--- src/rtl/n_bit_adder_if.sv ---
// n_bit_adder_if
//   Groups the operand, enable and result signals of one adder cell.
//   master: the parent tree stage. It drives en/input1/input2 and reads the results.
//   slave : the adder cell itself.
//   Signals:
//     en              register load enable
//     input1, input2  N-bit two's-complement operands
//     out, cout, ovf  combinational sum and flags
//     out_q, cout_q, ovf_q  registered copies of the sum and flags
interface n_bit_adder_if #(
  parameter int N = 16
);
  logic         en;
  logic [N-1:0] input1;
  logic [N-1:0] input2;
  logic [N-1:0] out;
  logic         cout;
  logic         ovf;
  logic [N-1:0] out_q;
  logic         cout_q;
  logic         ovf_q;

  modport master (
    output en, input1, input2,
    input  out, cout, ovf, out_q, cout_q, ovf_q
  );

  modport slave (
    input  en, input1, input2,
    output out, cout, ovf, out_q, cout_q, ovf_q
  );
endinterface

--- src/rtl/n_bit_adder.sv ---
// n_bit_adder
//   Two's-complement N-bit adder. It is the leaf cell of the adder trees.
//   The sum is built from 4-bit carry-lookahead groups, chained by the group carry.
//   It provides a combinational sum path and a registered copy of that path.
//   Ports:
//     clk    rising-edge clock for the registered path
//     reset  asynchronous active-low reset; it clears the registered outputs only
//     bus    n_bit_adder_if.slave; carries en, the operands and all results
//   N must be a multiple of 4 in the range 4..64.
module n_bit_adder #(
  parameter int N = 16
) (
  input  logic              clk,
  input  logic              reset,
  n_bit_adder_if.slave      bus
);

  localparam int NGRP = N / 4;

  logic [N-1:0] g;
  logic [N-1:0] p;
  logic [N:0]   c;
  logic [N-1:0] sum;
  logic         cout_c;
  logic         ovf_c;

  logic [N-1:0] sum_r;
  logic         cout_r;
  logic         ovf_r;

  assign g = bus.input1 & bus.input2;
  assign p = bus.input1 ^ bus.input2;

  assign c[0] = 1'b0;

  // Each group derives all four internal carries straight from its carry-in.
  // Only the group carry ripples from one group to the next.
  for (genvar k = 0; k < NGRP; k++) begin : g_cla
    localparam int B = 4 * k;
    logic ci;
    assign ci = c[B];

    assign c[B+1] = g[B]
                  | (p[B] & ci);
    assign c[B+2] = g[B+1]
                  | (p[B+1] & g[B])
                  | (p[B+1] & p[B] & ci);
    assign c[B+3] = g[B+2]
                  | (p[B+2] & g[B+1])
                  | (p[B+2] & p[B+1] & g[B])
                  | (p[B+2] & p[B+1] & p[B] & ci);
    assign c[B+4] = g[B+3]
                  | (p[B+3] & g[B+2])
                  | (p[B+3] & p[B+2] & g[B+1])
                  | (p[B+3] & p[B+2] & p[B+1] & g[B])
                  | (p[B+3] & p[B+2] & p[B+1] & p[B] & ci);
  end

  assign sum    = p ^ c[N-1:0];
  assign cout_c = c[N];
  // Signed overflow: the operands share a sign and the result sign differs from it.
  assign ovf_c  = (bus.input1[N-1] == bus.input2[N-1]) && (sum[N-1] != bus.input1[N-1]);

  always_ff @(posedge clk or negedge reset) begin
    if (!reset) begin
      sum_r  <= '0;
      cout_r <= 1'b0;
      ovf_r  <= 1'b0;
    end else if (bus.en) begin
      sum_r  <= sum;
      cout_r <= cout_c;
      ovf_r  <= ovf_c;
    end
  end

  assign bus.out    = sum;
  assign bus.cout   = cout_c;
  assign bus.ovf    = ovf_c;
  assign bus.out_q  = sum_r;
  assign bus.cout_q = cout_r;
  assign bus.ovf_q  = ovf_r;

endmodule

--- src/flat_wrapper.sv ---
// flat-port wrapper written by rule: the top's interface ports become plain ports
module n_bit_adder_flat 
#(
  parameter int N = 16
)
  (clk, reset, bus_en, bus_input1, bus_input2, bus_out, bus_cout, bus_ovf, bus_out_q, bus_cout_q, bus_ovf_q);
  n_bit_adder_if #(.N(N)) bus_i ();
  input  logic clk;
  input  logic reset;
  input wire logic [$bits(bus_i.en)-1:0] bus_en;
  input wire logic [$bits(bus_i.input1)-1:0] bus_input1;
  input wire logic [$bits(bus_i.input2)-1:0] bus_input2;
  output wire logic [$bits(bus_i.out)-1:0] bus_out;
  output wire logic [$bits(bus_i.cout)-1:0] bus_cout;
  output wire logic [$bits(bus_i.ovf)-1:0] bus_ovf;
  output wire logic [$bits(bus_i.out_q)-1:0] bus_out_q;
  output wire logic [$bits(bus_i.cout_q)-1:0] bus_cout_q;
  output wire logic [$bits(bus_i.ovf_q)-1:0] bus_ovf_q;
  assign bus_i.en = bus_en;
  assign bus_i.input1 = bus_input1;
  assign bus_i.input2 = bus_input2;
  assign bus_out = bus_i.out;
  assign bus_cout = bus_i.cout;
  assign bus_ovf = bus_i.ovf;
  assign bus_out_q = bus_i.out_q;
  assign bus_cout_q = bus_i.cout_q;
  assign bus_ovf_q = bus_i.ovf_q;
  n_bit_adder #(.N(N)) u_core (.clk(clk), .reset(reset), .bus(bus_i));
endmodule
--- config.mk ---
export PLATFORM = sky130hd
export DESIGN_NAME = n_bit_adder_flat
export DESIGN_NICKNAME = d
export VERILOG_FILES = /design/src/rtl/n_bit_adder_if.sv /design/src/rtl/n_bit_adder.sv /design/src/flat_wrapper.sv
export SDC_FILE = /design/constraint.sdc
export NUM_CORES = 1
export LEC_CHECK = 0
export ABC_AREA = 1
export CAP_MARGIN = 10
export CORE_ASPECT_RATIO = 0.6
export CORE_MARGIN = 2
export CORE_UTILIZATION = 41
export CTS_BUF_LIST = sky130_fd_sc_hd__clkbuf_8
export DETAILED_ROUTE_END_ITERATION = 10
export GPL_ROUTABILITY_DRIVEN = 0
export PLACE_DENSITY = 0.9
export RECOVER_POWER = 100
export SLEW_MARGIN = 10
export SYNTH_ARGS = -nofsm -noshare
export SYNTH_HDL_FRONTEND = slang
export SYNTH_SLANG_ARGS = --single-unit
--- constraint.sdc ---
create_clock -name clk -period 4.7 [get_ports clk]
set_input_delay 1.41 -clock clk [delete_from_list [all_inputs] [get_ports clk]]
set_output_delay 1.41 -clock clk [all_outputs]
set_load 0.05 [all_outputs]
==> run summary, run 1 <==
The flow ran to the end, and the final reports show no timing, DRC or antenna violations. The total track usage is 0.288. The die footprint is 3960 µm². The clock-pin slew of the registers on the worst-case setup and hold paths is 70 ps. The post-synthesis cell area came out at 1420 µm². Among all flip-flop cells after synthesis, the most frequent one is sky130_fd_sc_hd__dfrtp_1.

In this run the most critical hold path is launched from u_core.bus.out_q[1]. The average routed wire per standard cell is between 15 and 20 µm. The number of I/O pins came out at 71. The setup slack at placement is -325 ps.

The worst endpoint required time came out at 3290 ps. The die height is a little under 50 µm. The number of enable flip-flop cells after synthesis is 0. The floorplan step set the die width to approximately 80 µm. For the pin with the worst max-slew slack, the measured transition is 976 ps. The worst reg2reg path depth came out at 2. The number of register bits inferred by synthesis is 18.

The buffering stage count on the worst path with inverters included is 4. The average cell area after synthesis is about 8 µm². The first global-routing pass estimated slightly below 9 mm of wire. The initial standard-cell utilization of the core came out at 0.432. STA classifies the critical path startpoint as an input port. The number of nets in the synthesized netlist is ~230. The relative max-transition margin came out at 0.349. The number of clock sinks seen by CTS is 18. The count of cell types in the netlist is 23. The maximum number of pins on one net before global-route repair is 20. The worst IR drop on VDD came out at about 230 µV. The number of instances in the synthesized netlist came out at ~170. The delay of the slowest cell on the worst path is roughly 320 ps. The number of buffer cells added on primary ports came out at 70. The signal on the critical path passes through dlygate4sd2_1 > ha_4 > nand3_4 > buf_6 > nor2_4 > nand2_2 > nand2_4 > nand2_4 > nand2_4 > buf_4 > nand3_2 > nand2_1 > nand2_1 > and2_4 > buf_12.

The number of vias per cell after detailed routing came out at ~5.3. STA classifies the critical path endpoint as an output pin. The library cell contributing the largest single delay on the critical path is sky130_fd_sc_hd__ha_4.

The initialized floorplan defines 16 standard-cell rows. The Yosys step of the flow raised 0 warnings. Static timing analysis puts the maximum clock frequency at roughly 210 MHz.

The placement-stage cell area came out at ~2600 µm². The slack of the worst reg-to-reg path is 3980 ps. The worst hold-check path type is reg2reg.

The fraction of layout instances using a drive strength above 1 came out at 0.388. The via count came out at approximately 1700. After routing, the total negative slack on setup checks comes to 0 ps. Before antenna repair, the detailed router went through 4 iterations. The number of hold violations in the final report is 0. After layout, the minimum clock period comes to between 4000 and 5000 ps. The library cells used most frequently in the layout, excluding fill and tap cells, are 60 x sky130_fd_sc_hd__nand2_1, 34 x sky130_fd_sc_hd__buf_4, 21 x sky130_fd_sc_hd__dlygate4sd3_1.

The clock buffer count from CTS came out at 3. The most common cell after layout, fill and taps aside is sky130_fd_sc_hd__nand2_1. The worst register-to-register path ends at u_core.bus.out_q[5]. The number of DRC markers in iteration 0 came out at about 110. The footprint of the flip-flops and latches came out at approximately 450 µm².

The final global-route overflow total is 0. The largest delay contributor family on the critical path is simple AND/OR/NAND/NOR gates. The worst register-to-register path begins at u_core.bus.out_q[5]. In the finished design, the share of the clock period the worst path needs comes to 0.995. The area growth from synthesis to layout is 99.9%. The net total in the final layout is between 300 and 400. The total core area is ~3300 µm². The post-route cell area is about 2800 µm². The final worst clock skew is 0 ps. The count of cells along the worst hold path is 2. Data on the critical path arrives at its endpoint at roughly 3300 ps.

The worst-skew pair later-pin latency came out at between 200 and 300 ps. The antenna cell count came out at 0. The most numerous cell type found on the critical path is sky130_fd_sc_hd__nand2_4. The number of failing setup endpoints in the final timing report came out at 0. The final worst slack came out at around 23 ps. The portion of the post-synthesis area used by sequential elements is 0.317. The count of nets left with antenna violations once routing finished came out at 0. The areal power density over the cells came out at 341 nW/µm². The initial antenna violation count is 0. The number of max-slew violations in the final report came out at 0.

The total DRC errors in the routed layout came out at 0. The post-route worst hold slack is roughly 470 ps. The count of maximum capacitance violations is 0. The maximum fanout along the worst path came out at 4. For hold timing, the worst endpoint is u_core.bus.out_q[1]. The number of global-route vias before repair came out at ~1800. The start-to-end type of the worst setup path is in2out. The clock tree buffer depth came out at 2. The tree is rooted in a sky130_fd_sc_hd__clkbuf_8. After filler insertion, the fill cell instance count of the layout stands at roughly 150. The async set-reset flop share out of synthesis is 1.00. CTS built an H-tree with a depth of 1.

The final wirelength is ~6.0 mm. After legalization and detailed placement, the total HPWL measured ~3.4 mm. TritonCTS built the clock tree.

In the final layout, the multi-input gates occupy 1170 µm². The leakage power figure came out at 0.00141 µW.
cell usage after synthesis, types with 2 or more instances:
cell                       n  area, µm²
sky130_fd_sc_hd__nand2_2   5       31.3
sky130_fd_sc_hd__fa_1      4       80.1
sky130_fd_sc_hd__and2_1    3       18.8
sky130_fd_sc_hd__nand4_1   2       12.5
sky130_fd_sc_hd__ha_1     16        200
sky130_fd_sc_hd__dfrtp_1  18        450
sky130_fd_sc_hd__xor2_1    6       52.6
sky130_fd_sc_hd__a21oi_1   6       30.0
sky130_fd_sc_hd__nand3_1  13       65.1
sky130_fd_sc_hd__nand2_4   7       78.8
sky130_fd_sc_hd__nand2_1  62        233
sky130_fd_sc_hd__buf_2     2       10.0
sky130_fd_sc_hd__nor2_1    8       30.0
sky130_fd_sc_hd__inv_1    12       45.0
metrics by stage:
| stage | util | power, µW | cells |
|---|---|---|---|
| finish | 0.864 | 967 | 326 |
| global route | 0.864 | 1000 | 326 |
| CTS | 0.845 | 957 | 322 |
| detailed placement | 0.783 | 811 | 313 |
| global placement | 0.783 | 800 | 313 |
| floorplan | - | 527 | 173 |
sequential cells by signal, summed over array words and instances, names as in the netlist:
signal,cells
u_core.bus.cout_q,1
u_core.bus.out_q,16
u_core.bus.ovf_q,1
worst register-to-register path: stages (launching register included):
cell and delay, ps:
sky130_fd_sc_hd__dfrtp_1 410, sky130_fd_sc_hd__nand2_1 90, sky130_fd_sc_hd__nand2_1 100
repair_timing:
action | 4_1_cts | 5_1_grt
endpoints found under the setup margin | 11 | 11
buffers inserted | 5 | 4
resized for setup | 42 | 28
hold buffers | 0 | 0
gates cloned | 0 | 0
pin swaps | 21 | 15
report_power, final:
| part | internal, µW | switching, µW | total (µW) |
|---|---|---|---|
| combinational | 251 | 384 | 634 |
| sequential | 182 | 16.2 | 198 |
| clock | 74.6 | 59.2 | 134 |
| total | 507 | 459 | 967 |
per-layer routing:
metal / global-route usage / share of wire / vias up
met5: 0 / 0 / -
met3: 0.0531 / 0.071 / 20
met4: 0.102 / 0.026 / 0
met1: 0.364 / 0.42 / 837
li1: - / - / 768
met2: 0.494 / 0.49 / 102
kinds of logic after synthesis:
family | count (synthesis) | synth area share
xor+xnor | 8 | 0.0547
flops | 18 | 0.317
fa+ha+maj | 20 | 0.198
compound gates | 7 | 0.0317
buf+inv | 16 | 0.0441
simple gates | 104 | 0.355
worst max path at each step:
stage          slack, ps  cells after the start           to     startpoint
6_report              20                     15  bus_out[14]  bus_input1[7]
5_1_grt              -70                     12  bus_out[14]  bus_input1[8]
4_1_cts                9                     11  bus_out[13]  bus_input1[7]
3_5_place_dp        -320                     11  bus_out[13]  bus_input2[7]
3_3_place_gp        -270                     12  bus_out[13]  bus_input2[3]
2_1_floorplan          6                     10  bus_out[13]  bus_input2[3]
cell type report:
class,instances,area share
sequential,18,0.159
tap,45,0.0199
inverter,13,0.0172
timing repair buffer,107,0.372
clock buffer,4,0.0194
multi-input combinational,139,0.412
No activity file was read; power rests on OpenSTA's default activity.
==> inputs of run 2 (changes only) <==
CELL_PAD_IN_SITES_DETAIL_PLACEMENT = 0   (was unset)
CELL_PAD_IN_SITES_GLOBAL_PLACEMENT = 1   (was unset)
CORE_ASPECT_RATIO = unset   (was 0.6)
CORE_UTILIZATION = 29   (was 41)
CTS_CLUSTER_SIZE = 40   (was unset)
PLACE_DENSITY = 0.91   (was 0.9)
==> run summary, run 2 (synthesis results as in run 1) <==
The final sum of negative setup slack is 0 ps. The most critical setup path has its startpoint at bus_input2[1]. The maximum fanout along the worst path came out at 2.

The final worst clock skew came out at 0 ps. The worst hold path belongs to the class reg2reg. The setup path with the least slack is of type in2out. Data arrives at the worst endpoint at around 3300 ps. The final wirelength is around 3.9 mm.

The startpoint identified for the worst register-to-register timing path is u_core.bus.out_q[4]. The H-tree depth came out at 1. STA classifies the critical path endpoint as an output pin. The count of cells along the worst hold path is 2. The worst IR drop on VDD came out at around 170 µV.

The worst reg2reg path depth came out at 2. In this run the tool buffered the top-level ports with 70 buffer cells. The run finished with clean final reports. The slack of the worst reg-to-reg path came out at 4060 ps. The relative max-transition margin is 0.394. At the end of the flow, the number of nets in the layout was ~340. The die height came out at about 74 µm.

The number of failing setup endpoints in the final timing report came out at 0. The maximum number of pins on one net before global-route repair is 20. Leaving out fill and tap cells, the most frequent cells in the layout are 61 x sky130_fd_sc_hd__nand2_1, 35 x sky130_fd_sc_hd__buf_4, 21 x sky130_fd_sc_hd__dlygate4sd3_1.

The iteration count of the initial detailed-routing pass is 4. After clock tree synthesis, the flow added hold-fix buffers numbering 0. The die outline width is ~74 µm.

The worst endpoint required time came out at approximately 3300 ps. The library cell used most frequently in the layout, excluding fill and tap cells, is sky130_fd_sc_hd__nand2_1. The final worst slack came out at about 44 ps.

The clock-pin slew of the registers on the worst-case setup and hold paths is ~70 ps. The total track usage came out at 0.156. The count of cells in the finished layout, fillers not included, comes to about 350. The placed wire-length estimate after detailed placement is 3.01 mm. Once layout is done, the placed cells without fillers occupy roughly 2800 µm².

The clock tree buffer depth came out at 2. The count of maximum capacitance violations is 0. The number of global-route vias before repair came out at approximately 1600. The transition at the pin with the smallest max-transition slack came out at around 910 ps. The part of the cycle the worst path needs came out at 0.991. The average routed wire per standard cell is between 10 and 15 µm.

The tightest hold path in the finished design has a slack of between 400 and 500 ps. Compared with the post-synthesis result, the final layout area differs by 94.7%. The placement-stage cell area came out at around 2600 µm².

The leakage power figure came out at 0.00140 µW. The cell count after placement came out at between 300 and 400. The number of DRC markers in iteration 0 came out at 32.

The antenna cell count came out at 0. The clock buffer count from CTS came out at 3. The wire length of the first global-routing pass is 6.75 mm. The number of I/O pins came out at between 70 and 80. For this design, the sink count on the clock tree is 18. The setup slack at placement came out at -313 ps. TritonCTS built the clock tree.

The number of max-slew violations in the final report is 0. After detailed routing, the number of remaining DRC violations is 0. The number of flip-flops under the largest register name is 16. In this run the most critical hold path is launched from u_core.bus.out_q[1]. The final global-route overflow total came out at 0.

STA classifies the critical path startpoint as an input port. The worst-skew pair later-pin latency is ~250 ps. Clock tree synthesis selected as its root buffer the cell sky130_fd_sc_hd__clkbuf_8. The post-detailed-route count of antenna-violating nets is 0. The core region is approximately 4700 µm². The initial antenna violation count came out at 0. The number of hold violations in the final report is 0. The number of vias per cell after detailed routing came out at around 4.3.

The smallest clock period supported by the final layout is computed as between 4000 and 5000 ps. The fraction of layout instances using a drive strength above 1 came out at 0.337. Setup repair after global routing could not meet its margin everywhere.

Based on the critical path, the design can be clocked at up to approximately 210 MHz. The initialized floorplan defines 25 standard-cell rows. The detailed router placed between 1000 and 1500 vias in this run.

The die footprint came out at 5470 µm². Power spread over the standard cell area amounts to between 300 and 400 nW/µm². The initial standard-cell utilization of the core came out at 0.300.
-- run 2: changes by cell type in the layout (fill, tap and decap cells not counted), sizes merged --
cell	before	now
buf	48	46
dlymetal6s2s	2	4
dlygate4sd2	17	18
-- run 2: worst paths after layout --
path,end
min in group asynchronous,u_core.bus.out_q[3]
worst max register to register,u_core.bus.out_q[4]
max in group asynchronous,u_core.bus.out_q[14]
worst max-delay path,bus_out[7]
worst min register to register,u_core.bus.out_q[1]
worst min-delay path,u_core.bus.out_q[1]
-- run 2: final cells by class --
| class | count | area, µm² |
|---|---|---|
| multi-input cells | 139 | 1100 |
| clock buffers | 4 | 55.1 |
| well taps | 67 | 83.8 |
| fillers | 414 | 1960 |
| flip-flops and latches | 18 | 450 |
| repair buffers | 108 | 1030 |
| inverters | 13 | 48.8 |
-- run 2: per-layer routing --
metal	routed length [µm]	vias up	GRT usage	part of all wire
li1	-	775	-	-
met1	1560	673	0.188	0.40
met2	2140	46	0.289	0.55
met3	192	2	0.0149	0.049
met4	31	0	0.0545	0.0079
met5	0	-	0	0
-- run 2: stage by stage --
stage	utilization	power [µW]
final	0.585	899
after global routing	0.585	947
after CTS	0.596	960
after detailed placement	0.556	817
after global placement	0.556	810
after floorplan	-	527
-- run 2: power breakdown --
part	internal (µW)	switching [µW]
Sequential	182	12.9
Clock	74.4	52.8
Combinational	229	348
-- run 2: what timing repair did --
action	4_1_cts	5_1_grt
endpoints found under the setup margin	11	9
setup buffers	5	1
resized for setup	39	15
hold endpoints to repair	0	0
pin swaps	25	12
-- run 2: worst max-delay path, stage by stage --
cell                              delay (ps)
sky130_fd_sc_hd__dlygate4sd2_1           270
sky130_fd_sc_hd__ha_1                    330
sky130_fd_sc_hd__nand4_1                 120
sky130_fd_sc_hd__nand2_2                  80
sky130_fd_sc_hd__buf_4                   140
sky130_fd_sc_hd__nand3_1                  60
sky130_fd_sc_hd__nand2_1                  70
sky130_fd_sc_hd__a21oi_1                 190
sky130_fd_sc_hd__xnor2_1                 180
sky130_fd_sc_hd__clkdlybuf4s15_2         410
